[src/rtl/uart_cmd_responder.sv]
// DUT-side end of the remote command link: 8N1 receiver that frames two bytes
// (high first) into a 16-bit command, plus an 8N1 transmitter for the response byte.
module uart_cmd_responder #(
  parameter int unsigned BAUD_DIV     = 2604,
  parameter int unsigned BYTE_TIMEOUT = 65536
) (
  input  logic        clk,
  input  logic        rst,
  input  logic        RX,
  output logic        TX,
  output logic [15:0] cmd,
  output logic        cmd_rdy,
  input  logic        clr_cmd_rdy,
  input  logic [7:0]  resp,
  input  logic        trmt,
  output logic        tx_done,
  output logic        tx_busy,
  output logic        frm_err
);

  localparam int unsigned CNT_W = $clog2(BAUD_DIV + 1);
  localparam int unsigned TO_W  = $clog2(BYTE_TIMEOUT + 1);
  localparam logic [CNT_W-1:0] BIT_END  = CNT_W'(BAUD_DIV - 1);
  localparam logic [CNT_W-1:0] HALF_END = CNT_W'(BAUD_DIV / 2 - 1);
  localparam logic [TO_W-1:0]  TO_END   = TO_W'(BYTE_TIMEOUT - 1);

  typedef enum logic [1:0] {S_IDLE, S_START, S_DATA, S_STOP} uart_state_e;

  // receive side state
  logic             rx_meta_q, rx_sync_q, rx_prev_q;
  uart_state_e      rx_state_q;
  logic [CNT_W-1:0] rx_cnt_q;
  logic [2:0]       rx_bit_q;
  logic [7:0]       rx_shift_q;
  logic             rx_brk_q;

  // framing state
  logic             phase_lo_q;
  logic [7:0]       hold_q;
  logic [TO_W-1:0]  to_cnt_q;
  logic [15:0]      cmd_q;
  logic             cmd_rdy_q;
  logic             frm_err_q;

  // transmit side state
  uart_state_e      tx_state_q;
  logic [CNT_W-1:0] tx_cnt_q;
  logic [2:0]       tx_bit_q;
  logic [7:0]       tx_shift_q;
  logic             tx_q;
  logic             tx_busy_q;
  logic             tx_done_q;

  logic start_edge, stop_smp, byte_ok, stop_bad, timeout;

  always_comb begin
    start_edge = (rx_state_q == S_IDLE) && rx_prev_q && !rx_sync_q;
    stop_smp   = (rx_state_q == S_STOP) && !rx_brk_q && (rx_cnt_q == BIT_END);
    byte_ok    = stop_smp && rx_sync_q;
    stop_bad   = stop_smp && !rx_sync_q;
    timeout    = phase_lo_q && (rx_state_q == S_IDLE) && !start_edge &&
                 (to_cnt_q == TO_END);
  end

  // RX synchroniser and bit-level receive FSM
  always_ff @(posedge clk or posedge rst) begin
    if (rst) begin
      rx_meta_q  <= 1'b1;
      rx_sync_q  <= 1'b1;
      rx_prev_q  <= 1'b1;
      rx_state_q <= S_IDLE;
      rx_cnt_q   <= '0;
      rx_bit_q   <= '0;
      rx_shift_q <= '0;
      rx_brk_q   <= 1'b0;
    end else begin
      rx_meta_q <= RX;
      rx_sync_q <= rx_meta_q;
      rx_prev_q <= rx_sync_q;
      case (rx_state_q)
        S_IDLE: begin
          if (start_edge) begin
            rx_state_q <= S_START;
            rx_cnt_q   <= '0;
          end
        end
        S_START: begin
          if (rx_cnt_q == HALF_END) begin
            rx_cnt_q   <= '0;
            rx_bit_q   <= '0;
            rx_state_q <= rx_sync_q ? S_IDLE : S_DATA;
          end else begin
            rx_cnt_q <= rx_cnt_q + CNT_W'(1);
          end
        end
        S_DATA: begin
          if (rx_cnt_q == BIT_END) begin
            rx_cnt_q   <= '0;
            rx_shift_q <= {rx_sync_q, rx_shift_q[7:1]};
            rx_bit_q   <= rx_bit_q + 3'd1;
            if (rx_bit_q == 3'd7) rx_state_q <= S_STOP;
          end else begin
            rx_cnt_q <= rx_cnt_q + CNT_W'(1);
          end
        end
        S_STOP: begin
          // after a bad stop bit, hold here until the line returns high
          if (rx_brk_q) begin
            if (rx_sync_q) begin
              rx_brk_q   <= 1'b0;
              rx_state_q <= S_IDLE;
            end
          end else if (rx_cnt_q == BIT_END) begin
            rx_cnt_q <= '0;
            if (rx_sync_q) rx_state_q <= S_IDLE;
            else           rx_brk_q   <= 1'b1;
          end else begin
            rx_cnt_q <= rx_cnt_q + CNT_W'(1);
          end
        end
        default: rx_state_q <= S_IDLE;
      endcase
    end
  end

  // two-byte command framing, inter-byte timeout and cmd_rdy handshake
  always_ff @(posedge clk or posedge rst) begin
    if (rst) begin
      phase_lo_q <= 1'b0;
      hold_q     <= '0;
      to_cnt_q   <= '0;
      cmd_q      <= '0;
      cmd_rdy_q  <= 1'b0;
      frm_err_q  <= 1'b0;
    end else begin
      frm_err_q <= 1'b0;
      if (byte_ok) begin
        if (!phase_lo_q) begin
          hold_q     <= rx_shift_q;
          phase_lo_q <= 1'b1;
          to_cnt_q   <= '0;
        end else begin
          cmd_q      <= {hold_q, rx_shift_q};
          phase_lo_q <= 1'b0;
        end
      end else if (stop_bad || timeout) begin
        frm_err_q  <= 1'b1;
        phase_lo_q <= 1'b0;
      end else if (phase_lo_q && (rx_state_q == S_IDLE) && !start_edge) begin
        to_cnt_q <= to_cnt_q + TO_W'(1);
      end

      // a completion outranks any clear in the same cycle
      if (byte_ok && phase_lo_q) begin
        cmd_rdy_q <= 1'b1;
      end else if (clr_cmd_rdy || (start_edge && !phase_lo_q)) begin
        cmd_rdy_q <= 1'b0;
      end
    end
  end

  // transmit FSM; each bit, including start and stop, lasts BAUD_DIV cycles
  always_ff @(posedge clk or posedge rst) begin
    if (rst) begin
      tx_state_q <= S_IDLE;
      tx_cnt_q   <= '0;
      tx_bit_q   <= '0;
      tx_shift_q <= '0;
      tx_q       <= 1'b1;
      tx_busy_q  <= 1'b0;
      tx_done_q  <= 1'b0;
    end else begin
      case (tx_state_q)
        S_IDLE: begin
          if (trmt) begin
            tx_shift_q <= resp;
            tx_busy_q  <= 1'b1;
            tx_done_q  <= 1'b0;
            tx_q       <= 1'b0;
            tx_cnt_q   <= '0;
            tx_state_q <= S_START;
          end
        end
        S_START: begin
          if (tx_cnt_q == BIT_END) begin
            tx_cnt_q   <= '0;
            tx_bit_q   <= '0;
            tx_q       <= tx_shift_q[0];
            tx_state_q <= S_DATA;
          end else begin
            tx_cnt_q <= tx_cnt_q + CNT_W'(1);
          end
        end
        S_DATA: begin
          if (tx_cnt_q == BIT_END) begin
            tx_cnt_q <= '0;
            tx_bit_q <= tx_bit_q + 3'd1;
            if (tx_bit_q == 3'd7) begin
              tx_q       <= 1'b1;
              tx_state_q <= S_STOP;
            end else begin
              tx_q       <= tx_shift_q[1];
              tx_shift_q <= {1'b0, tx_shift_q[7:1]};
            end
          end else begin
            tx_cnt_q <= tx_cnt_q + CNT_W'(1);
          end
        end
        S_STOP: begin
          if (tx_cnt_q == BIT_END) begin
            tx_cnt_q   <= '0;
            tx_busy_q  <= 1'b0;
            tx_done_q  <= 1'b1;
            tx_state_q <= S_IDLE;
          end else begin
            tx_cnt_q <= tx_cnt_q + CNT_W'(1);
          end
        end
        default: tx_state_q <= S_IDLE;
      endcase
    end
  end

  assign TX      = tx_q;
  assign cmd     = cmd_q;
  assign cmd_rdy = cmd_rdy_q;
  assign tx_done = tx_done_q;
  assign tx_busy = tx_busy_q;
  assign frm_err = frm_err_q;

endmodule

[config.mk]
export PLATFORM = sky130hd
export DESIGN_NAME = uart_cmd_responder
export DESIGN_NICKNAME = d
export VERILOG_FILES = /design/src/rtl/uart_cmd_responder.sv
export SDC_FILE = /design/constraint.sdc
export NUM_CORES = 1
export LEC_CHECK = 0
export BUFFER_PORTS_ARGS = -buffer_cell sky130_fd_sc_hd__buf_2
export CORE_MARGIN = 5
export CORE_UTILIZATION = 50
export DETAILED_ROUTE_END_ITERATION = 16
export PLACE_DENSITY = 0.68
export SLEW_MARGIN = 10
export SYNTH_ARGS = -nofsm -noshare
export SYNTH_HDL_FRONTEND = slang
export SYNTH_SLANG_ARGS = --single-unit
export TNS_END_PERCENT = 50
[constraint.sdc]
create_clock -name clk -period 5.9 [get_ports clk]
set_input_delay 1.18 -clock clk [delete_from_list [all_inputs] [get_ports clk]]
set_output_delay 1.18 -clock clk [all_outputs]
set_load 0.005 [all_outputs]
==> results by group, run 1 <==
Clocking
  – CTS Hold Buffers Added: 0
  – TritonCTS clock tree: yes
  – Max clock buf depth: 2
  – Root Driver: clkbuf_8
  – H-tree Lvls: 3
  – Clk Latency, worst-skew pair: 380 ps
  – Clk slew on worst S/H paths: 100 ps
  – Post_cts resized: 0
  – CTS Sinks: 101
  – Setup bufs post-CTS: 0
  – CTS Buf Count: 9

Timing
  – Total Neg Setup Slack: 0 ps
  – RSZ-0062 raised after global routing: false
  – Final Slew Violations: 0
  – Final setup violation count: 0
  – Setup WS post-layout: 3010 ps
  – Minimum clock period: 2890 ps
  – Clk_skew: 11.4 ps
  – Worst Tran Pin Value: 1070 ps
  – Relative slew margins: 0.281
  – Hold Vio Cnt, Final: 0
  – Final period util: 0.489
  – Max Fclk: 346 MHz

Critical path
  – Kind of cell adding the most delay to the critical path: simple AND/OR/NAND/NOR gates
  – Nature of the critical path endpoint: flop
  – Startpoint Class: flop
  – Critical path class: flop to flop
  – CP max stage delay: 430 ps
  – Reg2Reg Depth: 10
  – R2R Setup Slk: 3010 ps
  – Crit path buffers/inverters: 1
  – R2R Path Start: to_cnt_q[0]
  – Worst EP required: 6150 ps
  – Reg2reg end: to_cnt_q[10]
  – Most used cell, CP: ha_1
  – Slowest cell on the critical path: dfrtp_1
  – Worst-path fanout max: 9
  – Worst path arrival time: 3140 ps
  – Critical Path, Cell by Cell: ha_1, and3_1, nand2_1, nor4_1, ha_1, nor3_1, nand3_1, o21ai_0, buf_4, a31oi_1

Routing
  – Drt wl/cell: 16.4 um
  – Via count: 4028
  – Vias/cell: 6.08
  – Detail Route Antenna Nets: 0
  – Drc violations: 0
  – Pre-antenna DRT Iters: 4
  – Violation count after the first detailed-route iteration: 227
  – Drt total wl: 10800 um

Yosys
  – Top cell type's share of synthesized area: 0.458
  – Largest family of logic cells by synthesized area: compound AO/OA/AOI/OAI gates
  – Xor and xnor area share after synthesis: 0.0132
  – Avg Inst Size Synth: 10.6 um^2
  – Synth unique cells: 74
  – Number of synthesized flops with an enable pin: 0
  – Top_reg_cell synth: dfrtp_1
  – Post-Syn Nets: 526
  – Mapped cell area: 0.00530 mm^2
  – Syn Inst Count: 499
  – Compound-Gate Fraction of Synth Area: 0.178
  – Flops & latches, synth: 101
  – Multiplexer share of the synthesized area: 0.0996
  – Synth Area in Simple Gates: 0.157
  – Asr flop ratio synth: 1.00
  – Synth top area cells: dfrtp_1 46%, mux2_2 4.7%, ha_1 3.3%
  – Sequential element share of the synthesized area: 0.478
  – Yosys Warn Count: 0
  – Post-synth top area cell: dfrtp_1
  – Adder-cell share of the synthesized area: 0.0330

GRT
  – Largest net degree at the start of global routing: 62
  – Vias in the first global route: 4010
  – Total grt overflow: 0
  – Initial antenna violation count: 0
  – Total track usage: 0.180
  – First-pass GRT wire length: 19000 um

Power and ir drop
  – Leak Pwr: 2.65 nW
  – Peak VDD IR: 0.217 mV
  – Power Dens Cells: 311 mW/mm^2

Placement
  – Buffers on Ports: 33
  – Dpl ws: 3050 ps
  – Placer Congestion: 0.837
  – Final HPWL DP: 7550 um
  – Placed Area: 0.00554 mm^2

Cells and area
  – Most common cell after layout, fill and taps aside: dfrtp_1
  – Most frequent cells in the layout: 97 x dfrtp_1, 33 x buf_2, 28 x nand2_1
  – Area Growth Syn to Fin: 8.78%
  – Fraction of layout cells with a size suffix above 1: 0.186
  – Final #Nets: 548
  – Ant. Diodes: 0
  – Post-Route Utilization: 0.559
  – Final Instance Area: 0.00577 mm^2

Min path
  – Hold Path Class: flop to flop
  – Hold path start: rx_meta_q
  – WHS Path Cells: 0
  – Hold EP: rx_sync_q

Floorplan
  – Die footprint: 0.0128 mm^2
  – Die height: 113 um
  – FP Rows: 37
  – IO Count: 34
  – Die Wd: 113 um
  – Core Footprint: 0.0103 mm^2
  – Initial core utilization: 0.514

Flow run
  – Max cap viols: 0

Outcome
  – Status: finished clean
## synth_stat cells (3+ instances only)
cell type	count
a41oi_1	3
buf_2	5
nand4_1	18
mux2i_1	13
dfstp_2	4
nor2b_1	3
a211oi_1	3
or4_1	4
mux2_2	22
a21o_1	4
nor3_1	8
nor2_1	23
a31oi_1	22
nand2b_1	5
o21ai_0	23
mux2_4	10
o221ai_1	3
o211ai_1	13
xor2_1	6
and3_1	7
dfrtp_1	97
nand2_1	28
and3b_1	4
a21oi_1	25
o2bb2ai_1	6
nor4_1	5
o311ai_0	3
nand3_1	12
o31ai_1	6
ha_1	14
or3_1	7
inv_1	27
clkbuf_1	15
## how the worst max path moves through the flow
stage,startpoint,endpoint,slack [ps],cells past startpoint
2_1_floorplan,rst,asynchronous set/reset pin,2080,1
3_3_place_gp,to_cnt_q[0],to_cnt_q[13],3180,10
3_5_place_dp,to_cnt_q[0],to_cnt_q[8],3050,10
4_1_cts,to_cnt_q[0],to_cnt_q[10],3030,10
5_1_grt,to_cnt_q[0],to_cnt_q[13],2720,10
6_report,to_cnt_q[0],to_cnt_q[10],3010,10
## sequential cells by signal (all words and copies together), names as in the netlist, 2 cells and up, named ones only
name	count
rx_cnt_q	12
tx_cnt_q	12
cmd	16
hold_q	8
rx_bit_q	3
tx_shift_q	8
rx_shift_q	8
tx_bit_q	3
to_cnt_q	17
tx_state_q	2
## kinds of logic after synthesis
kind of cell,count (synthesis)
adders and majority gates,14
muxes,45
AOI/OAI and AO/OA,137
and+or+nand+nor,143
xor gates and xnor gates,8
buffers and inverters,51
DFF,101
## stage by stage
stage / total power (W) / instances / hold WS, ps
floorplan: 0.00121 / 499 / 345
global placement: 0.00128 / 646 / 348
detailed placement: 0.00131 / 646 / 348
CTS: 0.00182 / 662 / 364
global route: 0.00191 / 662 / 372
finish: 0.00179 / 662 / 360
## layer usage
| metal | part of all wire | routed length [um] | track usage | vias to the layer above |
|---|---|---|---|---|
| met1 | 0.46 | 4990 | 0.237 | 1999 |
| li1 | - | - | - | 1936 |
| met3 | 0.039 | 428 | 0.0524 | 11 |
| met2 | 0.49 | 5320 | 0.289 | 82 |
| met5 | 0 | 0 | 0 | - |
| met4 | 0.010 | 113 | 0.0561 | 0 |
## report_power, final
group | leakage, nW | internal (W) | switching, W | total [W]
combinational | 1.18 | 0.000180 | 0.000267 | 0.000448
sequential | 1.35 | 0.000766 | 0.0000785 | 0.000845
clock | 0.118 | 0.000247 | 0.000255 | 0.000502
## cell type report
type	count	area (um^2)
clock buffer	9	124
clock inverter	7	105
fill	874	4560
inverter	27	104
multi-input combinational	347	2550
sequential	101	2530
tap	136	170
timing repair buffer	35	180
Power figures use the tool's default switching activity.
==> run 2: changes to the inputs <==
Settings changed: PLACE_DENSITY 0.68 to 0.7.
Clock period 5.9 ns to 2.6 ns, I/O delays scaled along.
==> run 2 against run 1 <==
Die area unchanged. Clock power up 89%. Wire length up 0.16%. Register-to-register slack worse by 2800 ps. Sequential power up 130%. Combinational power up 150%. Flip-flop and latch count unchanged. Clock skew up 0.77 ps.
==> results by group, run 2 (same netlist as run 1, synthesis figures left out) <==
Outcome
  – Status: finished clean

Cells and area
  – Fin cells: 679 (+2.6%)
  – Most frequent cells in the layout: 97 x dfrtp_1, 33 x buf_2, 28 x nand2_1
  – Area Growth Syn to Fin: 10.9%
  – Final #Nets: 565 (+3.1%)
  – Largest Register: to_cnt_q
  – FILL cells: 890 (+1.8%)
  – Most common cell after layout, fill and taps aside: dfrtp_1
  – Fraction of layout cells with a size suffix above 1: 0.215 (+0.0292)
  – Largest register FFs: 17 (unchanged)
  – Ant. Diodes: 0 (unchanged)
  – Final Instance Area: 0.00588 mm^2 (+1.9%)
  – Post-Route Utilization: 0.570 (+0.0108)

Floorplan
  – Initial core utilization: 0.514 (unchanged)
  – Core Footprint: 0.0103 mm^2 (unchanged)
  – IO Count: 34 (unchanged)
  – Die height: 113 um (unchanged)
  – FP Rows: 37 (unchanged)
  – Die footprint: 0.0128 mm^2 (unchanged)
  – Die Wd: 113 um (unchanged)

Timing
  – Minimum clock period: 2380 ps (-505 ps)
  – Final period util: 0.916 (+0.427)
  – Final Slew Violations: 0 (unchanged)
  – Max Fclk: 420 MHz (+21%)
  – Final hold slack: 170 ps (-190 ps)
  – Clk_skew: 12.2 ps (+0.775 ps)
  – Hold Vio Cnt, Final: 0 (unchanged)
  – RSZ-0062 raised after global routing: false
  – Worst Tran Pin Value: 895 ps (-178 ps)
  – Relative slew margins: 0.404 (+0.122)
  – Final setup violation count: 0 (unchanged)
  – Total Neg Setup Slack: 0 ps (unchanged)

Clocking
  – Root Driver: clkbuf_8
  – H-tree Lvls: 3 (unchanged)
  – Clk slew on worst S/H paths: 90 ps (about the same)
  – TritonCTS clock tree: yes
  – CTS Sinks: 101 (unchanged)
  – Setup bufs post-CTS: 0 (unchanged)
  – CTS Buf Count: 9 (unchanged)
  – Clk Latency, worst-skew pair: 380 ps (about the same)
  – Max clock buf depth: 2 (unchanged)

Routing
  – Drc violations: 0 (unchanged)
  – Pre-antenna DRT Iters: 5 (+1)
  – Drt total wl: 10900 um (+0.16%)
  – Vias/cell: 6.01 (-1.2%)
  – Drt wl/cell: 16.0 um (-2.4%)
  – Via count: 4083 (+1.4%)
  – Violation count after the first detailed-route iteration: 263 (+16%)
  – Detail Route Antenna Nets: 0 (unchanged)

GRT
  – Total grt overflow: 0 (unchanged)
  – Largest net degree at the start of global routing: 58 (-6.5%)
  – Total track usage: 0.175 (-0.00528)
  – First-pass GRT wire length: 18400 um (-3.3%)
  – Vias in the first global route: 3856 (-3.8%)
  – Initial antenna violation count: 0 (unchanged)

Critical path
  – Slowest cell on the critical path: or2_1
  – Nature of the critical path endpoint: flop
  – Worst EP required: 2860 ps (-3290 ps)
  – R2R Setup Slk: 220 ps (-2800 ps)
  – Worst path arrival time: 2640 ps (-500 ps)
  – CP max stage delay: 610 ps (+180 ps)
  – Startpoint Class: flop
  – Critical Path, Cell by Cell: ha_1, nor4b_4, nand4_2, or2_1, mux2_4
  – Critical path class: flop to flop
  – Worst-path fanout max: 16 (+7)

Power and ir drop
  – Peak VDD IR: 0.445 mV (+100%)
  – Leak Pwr: 2.70 nW (+2.2%)
  – Power Dens Cells: 673 mW/mm^2 (+120%)

Placement
  – Final HPWL DP: 7710 um (+2.1%)
  – Placer Congestion: 0.859 (+2.6%)
  – Placed instance count: 663 (+2.6%)
  – Placed Area: 0.00568 mm^2 (+2.6%)
  – Buffers on Ports: 33 (unchanged)

Flow run
  – Max cap viols: 0 (unchanged)

Min path
  – Hold Path Class: input port to asynchronous set/reset pin
## run 2: cell types whose count changed in the layout (fill, tap and decap cells not counted), sizes merged
cell,previous run,this run
buf,35,52
bufinv,2,0
clkinv,1,3
clkinvlp,0,2
inv,31,29
## run 2: layout make-up
cell class / instances / area (um^2) / share of cell area
inverters: 27 / 105 / 0.0179
multi-input cells: 347 / 2560 / 0.436
repair buffers: 52 / 320 / 0.0545
well taps: 136 / 170 / 0.0289
flip-flops and latches: 101 / 2530 / 0.431
clock inverters: 7 / 65.1 / 0.0111
clock buffers: 9 / 124 / 0.0211
## run 2: per-stage QoR
stage	total power, W	setup WS (ps)
6_report	0.00395	217
5_1_grt	0.00421	34.7
3_3_place_gp	0.00298	179
4_1_cts	0.00399	53.3
2_1_floorplan	0.00274	126
3_5_place_dp	0.00302	91.9
## run 2: critical path, delay by kind of cell (launching register included)
family / cells / cell delay, ps
adder cells (fa/ha/maj): 1 / 240
flip-flops: 1 / 440
multiplexers: 1 / 420
AND/OR/NAND/NOR: 3 / 1160
## run 2: report_power, final
part           switching [W]  internal (W)
combinational       0.000635      0.000462
clock               0.000579      0.000369
sequential          0.000170       0.00174
## run 2: worst paths after layout
| path | end | start | cells past startpoint |
|---|---|---|---|
| hold / removal | rx_cnt_q[6] | rst | 2 |
| setup reg to reg | cmd[4] | rx_cnt_q[0] | 5 |
| max in group asynchronous | TX | rst | 3 |
| setup / recovery | cmd[4] | rx_cnt_q[0] | 5 |
| min in group clk | rx_meta_q | RX | 1 |
| hold reg to reg | rx_sync_q | rx_meta_q | 0 |
## run 2: layer usage
metal  GRT usage  vias up  routed length, um
li1            -     1961                  -
met1       0.236     2014               5030
met2       0.281       97               5280
met3      0.0428       11                436
met4      0.0545        0                114
met5           0        -                  0
## run 2: timing repair
action                     in CTS  in global routing
setup endpoints to repair       0                 15
gates resized for setup         0                  2
hold buffers                    0                  0
